### src/rtl/scan_sel_gen_pkg.sv
// Shared types and constants for the scan select generator.
package scan_pkg;

   typedef enum logic {
      IDLE = 1'b0,
      SCAN = 1'b1
   } state_e;

   localparam int unsigned CH_NUM = 16;
   localparam int unsigned SEL_W  = 4;

   localparam logic MODE_CONT   = 1'b0;
   localparam logic MODE_SINGLE = 1'b1;

endpackage

### src/rtl/scan_sel_gen_if.sv
// Control/status bundle between a scan controller and scan_sel_gen.
// skip_mask exists only when SCAN_SKIP_MASK_EN is defined.
interface scan_sel_gen_if
   import scan_pkg::*;
#(
   parameter int unsigned DWELL_W = 8
);
   logic               start;
   logic               stop;
   logic               mode;
   logic [DWELL_W-1:0] dwell;
`ifdef SCAN_SKIP_MASK_EN
   logic [CH_NUM-1:0]  skip_mask;
`endif
   logic [SEL_W-1:0]   sel;
   logic               en;
   logic               busy;
   logic               done;
   logic               wrap;

   modport master (
      output start, stop, mode, dwell,
`ifdef SCAN_SKIP_MASK_EN
      output skip_mask,
`endif
      input  sel, en, busy, done, wrap
   );

   modport slave (
      input  start, stop, mode, dwell,
`ifdef SCAN_SKIP_MASK_EN
      input  skip_mask,
`endif
      output sel, en, busy, done, wrap
   );
endinterface

### src/rtl/scan_sel_gen_next_idx.sv
// Combinational finder for the next/lowest unmasked channel.
// Built only when SCAN_SKIP_MASK_EN is defined.
`ifdef SCAN_SKIP_MASK_EN
module scan_next_idx
   import scan_pkg::*;
(
   input  logic [CH_NUM-1:0] mask_i,
   input  logic [SEL_W-1:0]  sel_i,
   output logic [SEL_W-1:0]  next_o,
   output logic              found_o,
   output logic [SEL_W-1:0]  lowest_o
);

   always_comb begin
      next_o   = '0;
      found_o  = 1'b0;
      lowest_o = '0;
      for (int unsigned i = 0; i < CH_NUM; i++) begin
         if (!found_o && (i > 32'(sel_i)) && !mask_i[i]) begin
            found_o = 1'b1;
            next_o  = SEL_W'(i);
         end
      end
      // Scan downward so the last hit is the lowest unmasked index.
      for (int unsigned j = CH_NUM; j > 0; j--) begin
         if (!mask_i[j-1]) begin
            lowest_o = SEL_W'(j - 1);
         end
      end
   end

endmodule
`endif

### src/rtl/scan_sel_gen.sv
// Sequential select/enable generator feeding a 4-to-16 decoder.
// Optional channel skipping is enabled by defining SCAN_SKIP_MASK_EN.
module scan_sel_gen
   import scan_pkg::*;
#(
   parameter int unsigned DWELL_W = 8
)(
   input  logic           clk,
   input  logic           rst,
   scan_sel_gen_if.slave  bus
);

   state_e             state_q, state_d;
   logic [SEL_W-1:0]   sel_q, sel_d;
   logic               en_q, en_d;
   logic               busy_q, busy_d;
   logic               done_q, done_d;
   logic               wrap_q, wrap_d;
   logic [DWELL_W-1:0] cnt_q, cnt_d;
   logic               mode_q, mode_d;
   logic [DWELL_W-1:0] dwell_q, dwell_d;

   logic               has_next;
   logic [SEL_W-1:0]   next_idx;
   logic [SEL_W-1:0]   first_idx;
   logic               all_masked;

`ifdef SCAN_SKIP_MASK_EN
   logic [CH_NUM-1:0]  mask_q, mask_d;
   logic [CH_NUM-1:0]  mask_cur;

   // In IDLE the finder looks at the live mask so the start channel is known.
   assign mask_cur   = (state_q == IDLE) ? bus.skip_mask : mask_q;
   assign all_masked = &bus.skip_mask;

   scan_next_idx u_next_idx (
      .mask_i   (mask_cur),
      .sel_i    (sel_q),
      .next_o   (next_idx),
      .found_o  (has_next),
      .lowest_o (first_idx)
   );
`else
   assign has_next   = (sel_q != SEL_W'(CH_NUM - 1));
   assign next_idx   = sel_q + SEL_W'(1);
   assign first_idx  = '0;
   assign all_masked = 1'b0;
`endif

   always_comb begin
      state_d = state_q;
      sel_d   = sel_q;
      en_d    = en_q;
      busy_d  = busy_q;
      done_d  = 1'b0;
      wrap_d  = 1'b0;
      cnt_d   = cnt_q;
      mode_d  = mode_q;
      dwell_d = dwell_q;
`ifdef SCAN_SKIP_MASK_EN
      mask_d  = mask_q;
`endif
      unique case (state_q)
         IDLE: begin
            if (bus.start && !bus.stop) begin
               if (all_masked) begin
                  done_d = 1'b1;
               end else begin
                  state_d = SCAN;
                  sel_d   = first_idx;
                  en_d    = 1'b1;
                  busy_d  = 1'b1;
                  cnt_d   = '0;
                  mode_d  = bus.mode;
                  dwell_d = bus.dwell;
`ifdef SCAN_SKIP_MASK_EN
                  mask_d  = bus.skip_mask;
`endif
               end
            end
         end
         SCAN: begin
            if (bus.stop) begin
               state_d = IDLE;
               sel_d   = '0;
               en_d    = 1'b0;
               busy_d  = 1'b0;
               cnt_d   = '0;
            end else if (cnt_q != dwell_q) begin
               cnt_d = cnt_q + DWELL_W'(1);
            end else begin
               cnt_d = '0;
               if (has_next) begin
                  sel_d = next_idx;
               end else if (mode_q == MODE_CONT) begin
                  sel_d  = first_idx;
                  wrap_d = 1'b1;
               end else begin
                  state_d = IDLE;
                  sel_d   = '0;
                  en_d    = 1'b0;
                  busy_d  = 1'b0;
                  done_d  = 1'b1;
               end
            end
         end
         default: state_d = IDLE;
      endcase
   end

   always_ff @(posedge clk or posedge rst) begin
      if (rst) begin
         state_q <= IDLE;
         sel_q   <= '0;
         en_q    <= 1'b0;
         busy_q  <= 1'b0;
         done_q  <= 1'b0;
         wrap_q  <= 1'b0;
         cnt_q   <= '0;
         mode_q  <= 1'b0;
         dwell_q <= '0;
      end else begin
         state_q <= state_d;
         sel_q   <= sel_d;
         en_q    <= en_d;
         busy_q  <= busy_d;
         done_q  <= done_d;
         wrap_q  <= wrap_d;
         cnt_q   <= cnt_d;
         mode_q  <= mode_d;
         dwell_q <= dwell_d;
      end
   end

`ifdef SCAN_SKIP_MASK_EN
   always_ff @(posedge clk or posedge rst) begin
      if (rst) begin
         mask_q <= '0;
      end else begin
         mask_q <= mask_d;
      end
   end
`endif

   assign bus.sel  = sel_q;
   assign bus.en   = en_q;
   assign bus.busy = busy_q;
   assign bus.done = done_q;
   assign bus.wrap = wrap_q;

endmodule

### src/flat_wrapper.sv
// flat-port wrapper written by rule: the top's interface ports become plain ports
module scan_sel_gen_flat import scan_pkg::*;
#(
   parameter int unsigned DWELL_W = 8
)
  (clk, rst, bus_start, bus_stop, bus_mode, bus_dwell, bus_sel, bus_en, bus_busy, bus_done, bus_wrap);
  scan_sel_gen_if #(.DWELL_W(DWELL_W)) bus_i ();
  input  logic clk;
  input  logic rst;
  input wire logic [$bits(bus_i.start)-1:0] bus_start;
  input wire logic [$bits(bus_i.stop)-1:0] bus_stop;
  input wire logic [$bits(bus_i.mode)-1:0] bus_mode;
  input wire logic [$bits(bus_i.dwell)-1:0] bus_dwell;
  output wire logic [$bits(bus_i.sel)-1:0] bus_sel;
  output wire logic [$bits(bus_i.en)-1:0] bus_en;
  output wire logic [$bits(bus_i.busy)-1:0] bus_busy;
  output wire logic [$bits(bus_i.done)-1:0] bus_done;
  output wire logic [$bits(bus_i.wrap)-1:0] bus_wrap;
  assign bus_i.start = bus_start;
  assign bus_i.stop = bus_stop;
  assign bus_i.mode = bus_mode;
  assign bus_i.dwell = bus_dwell;
  assign bus_sel = bus_i.sel;
  assign bus_en = bus_i.en;
  assign bus_busy = bus_i.busy;
  assign bus_done = bus_i.done;
  assign bus_wrap = bus_i.wrap;
  scan_sel_gen #(.DWELL_W(DWELL_W)) u_core (.clk(clk), .rst(rst), .bus(bus_i));
endmodule
### config.mk
export PLATFORM = sky130hd
export DESIGN_NAME = scan_sel_gen_flat
export DESIGN_NICKNAME = d
export VERILOG_FILES = /design/src/rtl/scan_sel_gen_pkg.sv /design/src/rtl/scan_sel_gen_if.sv /design/src/rtl/scan_sel_gen_next_idx.sv /design/src/rtl/scan_sel_gen.sv /design/src/flat_wrapper.sv
export SDC_FILE = /design/constraint.sdc
export NUM_CORES = 1
export LEC_CHECK = 0
export CORE_UTILIZATION = 55
export DETAILED_ROUTE_END_ITERATION = 6
export PLACE_DENSITY = 0.88
export SKIP_CTS_REPAIR_TIMING = 1
export SLEW_MARGIN = 20
export SYNTH_ARGS = -nofsm -noshare
export SYNTH_HDL_FRONTEND = slang
export SYNTH_HIERARCHICAL = 1
export SYNTH_SLANG_ARGS = --single-unit
### constraint.sdc
create_clock -name clk -period 2.8 [get_ports clk]
set_input_delay 0.7 -clock clk [delete_from_list [all_inputs] [get_ports clk]]
set_output_delay 0.7 -clock clk [all_outputs]
set_load 0.05 [all_outputs]
-- Word level (Yosys, flattened, before mapping)
Cells that the tools add are included.
- bits in latches: 0
- output and inout port bits: 8
- bits of input ports: 13
- logic and storage cells: 52
- RAM bits: 0
- ROM bits: 0
- register bits after elaboration: 25
- memories kept: 0
- order comparisons: 0
- muxes and demuxes: 30
- reduce and logical (&&, ||, !) cells: 5
- equal/unequal tests: 6
- $mul: 0
- add/sub/neg operators: 2
- divide/modulo/power cells: 0
- shift operators: 0
- bitwise gates (word level): 1
- operator list (operator ; number):
    8-bit two-way mux ; 3
    1-bit two-way mux ; 18
    4-bit two-way mux ; 4
    8-bit one-hot mux with 2 select lines ; 1
    3-bit inequality test, second input constant ; 3
    8-bit by 1-bit adder with 8-bit output, second input constant ; 1
    8-bit inequality test ; 1
    4-bit one-hot mux with 2 select lines ; 1
    1-bit one-hot mux with 2 select lines ; 3
    4-bit by 1-bit adder with 4-bit output, second input constant ; 1
    4-bit inequality test, second input constant ; 1
    2-bit AND reduction ; 2
    4-bit AND reduction ; 1
    2-bit by 1-bit inequality test with 1-bit output, second input constant ; 1
    1-bit logical AND ; 1
    1-bit zero test ; 1
    1-bit inverter ; 1

-- Depth between registers and ports, before layout
- word-level depth: 5
- depth in mapped cells: 6
- mapped depth without buffers: 5

-- Worst setup path before layout
OpenSTA, ideal clock, no wires.
- path type: input port to flip-flop
- start point: input port bus_stop
- end point: register u_core.cnt_q[7]
- setup time: 0.125 ns
- data arrival time: 1.608 ns
- stages on the path: 6
- data required time: 2.675 ns
- buffers on the path: 1
- setup slack: 1.067 ns
- cells stage by stage: nand2b_4 > and2_1 > buf_2 > nor4_4 > xnor2_1 > nor2_1
- word-level cells in the longest chain between the ends: 3
- elaborated cells on any way between the ends: 5
- those cells by class: eq/ne (1); mux (2); reduce/logical (2)
- RTL lines (what ; RTL line ; source):
    start: declaration ; flat_wrapper.sv:11 ; input wire logic [$bits(bus_i.stop)-1:0] bus_stop;
    1-bit zero test ; scan_sel_gen.sv:65 ; if (bus.start && !bus.stop) begin
    1-bit logical AND ; scan_sel_gen.sv:65 ;
    2-bit by 1-bit inequality test with 1-bit output (no source line) ; n/a ;
    end signal: assignment ; scan_sel_gen.sv:129 ; cnt_q <= cnt_d;
    end: declaration ; scan_sel_gen.sv:19 ; logic [DWELL_W-1:0] cnt_q, cnt_d;
Parallel ways exist; a longest one is shown, timed or not.
A chain may end at the register's enable or synchronous reset.

-- Worst setup path in the final report
- start point: register u_core.sel_q[3], in the netlist u_core/bus.sel[3]
- end point: output port bus_sel[3]
- RTL lines (what ; RTL line ; source):
    start: declaration ; scan_sel_gen.sv:14 ; logic [SEL_W-1:0] sel_q, sel_d;
    start signal: assignment ; scan_sel_gen.sv:124 ; sel_q <= sel_d;
    end: declaration ; flat_wrapper.sv:14 ; output wire logic [$bits(bus_i.sel)-1:0] bus_sel;
No word-level cell between the ends.

==> results.md <==
* Status: finished clean
* Avg Inst Size Synth at between 10 and 15 µm²
* Power, Total at 771 µW
* Yosys reg bits at 25
* Remaining Overflow, GRT at 0
* Final setup vio count at 0
* Row count at 17
* Minimum hold slack at 0.481 ns
* Layout Area Growth over Synthesis at 20.0%
* Fin area at between 1500 and 2000 µm²
* Final WL at 2440 µm
* Crit path to: bus_sel[3]
* Critical Path Stages at 1
* Leakage at 0.645 nW
* Crit path from: u_core/bus.sel[3]
* First-pass DRT Iterations at 4
* Hold Path Class: flip-flop to flip-flop
* Core area at around 2200 µm²
* Worst flop-to-flop path endpoint: u_core/bus.sel[1]
* Fin util at a little over two thirds
* # nets final at roughly 150
* Vias per cell at around 5.7
* CP cell instances: clkdlybuf4s50_1
* Achievable Freq at around 0.43 GHz
* TNS Setup at 0 ns
* Clk slew on worst S/H paths at 0.13 ns
* Unrepaired setup endpoints after global routing: no
* Most common cell after layout, fill and taps aside: dfrtp_1
* Max stage delay cell, worst path: clkdlybuf4s50_1
* Hold path depth at 1
* Share of layout cells above drive strength 1 at approximately 17%
* CP Capture Type: output port
* Distinct cells, synth at 33
* Final Hold Fails at 0
* First-pass GRT wire length at between 3000 and 4000 µm
* Hpwl dp at between 1500 and 2000 µm
* Slew Limit Headroom at 63.0%
* Violation count after the first detailed-route iteration at slightly above 40
* CTS tree: built
* Worst reg-to-reg setup slack at 1.09 ns
* Initial antenna violation count at 0
* Placed cell area at roughly 1500 µm²
* Post-synth top area share at about half
* Maxcap violations at 0
* Tcrit/Tclk final at approximately 84%
* PwrDens at about 500 nW/µm²
* Pre-CTS setup slack at about 0.40 ns
* Drt wl/cell at 14.7 µm
* Detail Route Antenna Nets at 0
* WP data arrival at around 1.7 ns
* Most frequent cells in the layout: dfrtp_1, clkdlybuf4s50_1, nand2_1
* Peak supply drop at just under 0.4 mV
* Ant. Diodes at 0
* Met1 Wirelength at 1070 µm
* Largest net degree at the start of global routing at 26
* H-tree levels at 1
* TritonCTS buffer count at 3
* CTS root buf: clkbuf_4
* GRT Total Usage at between 20% and 30%
* Inst Count DP at between 150 and 200
* Worst path bufs/invs at 1
* Remaining DRCs at 0
* Sink Count at 25
* Netlist Area Pre-Place at about 1300 µm²
* I/O Buffers at 20
* Final setup margin at around 0.45 ns
* Multi-input gate area at slightly above 600 µm²
* Max FO, Critical Path at 6
* Max-slew violations at 0
* # fillers at 171
* Post-Route Skew at 0.00387 ns
* DR WL met3 at between 90 and 100 µm
* CP startpoint kind: flip-flop
* Clock tree buffer depth at 2
* Synth warn at 6
* Synthesized net count at 130
* Minimum clock period at 2.35 ns
* Synth area leaders: dfrtp_1, mux2_2, xor2_1, nor4_4, nand2_1
* Die Width at between 50 and 60 µm
* R2R Path Start: u_core/cnt_q[4]
* GPL Wtd Cong at around 0.86
* Clk_lat worst skew at between 0.3 and 0.4 ns
* Critical path required time at 2.10 ns
* FF+latch area at roughly 630 µm²
* Top sig layer: met4
* Synth area leader: dfrtp_1
* Crit-path max cell delay at 0.86 ns
* Starting Density at approximately 58%
* Via count at around 950
* Non-Filler Instances at between 150 and 200
* Met2 wire len at roughly 1200 µm
* CP delay by family, top: buffers and inverters
* Number of global-route vias before repair at 917
* R2r worst-path depth at 5
* Kind of critical path: flip-flop to output port
* IO Count at 21
* Synth Instances at ~120
* Worst Tran Pin Value at 0.555 ns
* Die Ht at around 50 µm
* Sequential fraction of the synthesis area at approximately 49%
* Die area at about 2500 µm²
[cell usage after synthesis (all sizes together)]
cell type and number:
nand3 3, and2 1, or4 2, nand2 14, o22ai 5, or3 1, o221ai 1, a31oi 2
ha 2, nand2b 3, nor3 1, o211ai 1, nand4 3, xor2 10, xnor2 1, mux2 9
dfrtp 25, nor4 3, and3 1, inv 8, a21oi 3, or2 1, o21ai 3, buf 2
a32o 1, nor2 7, o311ai 2
[sequential cells by signal (all words and copies together), names as in the netlist]
signal and cells:
u_core/dwell_q 8, u_core/mode_q 1, u_core/bus.wrap 1, u_core/state_q 1
u_core/bus.busy 1, u_core/bus.done 1, u_core/cnt_q 8, u_core/bus.sel 4
[power by group]
part           switching (mW)  internal [mW]  total, mW
sequential             0.0326          0.399      0.431
combinational          0.0976         0.0805      0.178
clock                   0.106         0.0558      0.161
[kinds of logic (layout without fill, tap and decap cells)]
| family | count (synthesis) | after routing | synth area share (%) |
|---|---|---|---|
| flip-flops | 25 | 25 | 48.9 |
| AO/OA/AOI/OAI | 18 | 18 | 10.1 |
| multiplexers | 9 | 9 | 7.92 |
| buffers and inverters | 10 | 33 | 3.32 |
| XOR/XNOR | 11 | 11 | 7.53 |
| adder cells (fa/ha/maj) | 2 | 2 | 1.95 |
| AND/OR/NAND/NOR | 40 | 40 | 20.3 |
[how the worst min path moves through the flow]
stage | from | endpoint | slack (ns)
floorplan | u_core/mode_q | u_core/bus.wrap | 0.43
global route | u_core/mode_q | u_core/bus.wrap | 0.51
finish | u_core/mode_q | u_core/bus.wrap | 0.48
detailed placement | u_core/mode_q | u_core/bus.wrap | 0.46
global placement | u_core/mode_q | u_core/bus.wrap | 0.46
CTS | u_core/mode_q | u_core/bus.wrap | 0.48
[per-layer routing]
metal / global-route usage (%) / up-vias
met3: 4.24 / 7
li1: - / 451
met1: 26.7 / 455
met4: 11.9 / 0
met5: 0 / -
met2: 36.2 / 32
[layout make-up]
class | count | area share, %
sequential | 25 | 40.7
multi-input combinational | 80 | 39.8
clock buffer | 4 | 1.71
timing repair buffer | 21 | 13.5
inverter | 8 | 1.95
tap | 28 | 2.28
Note: power is estimated with default switching activity, not from simulation.
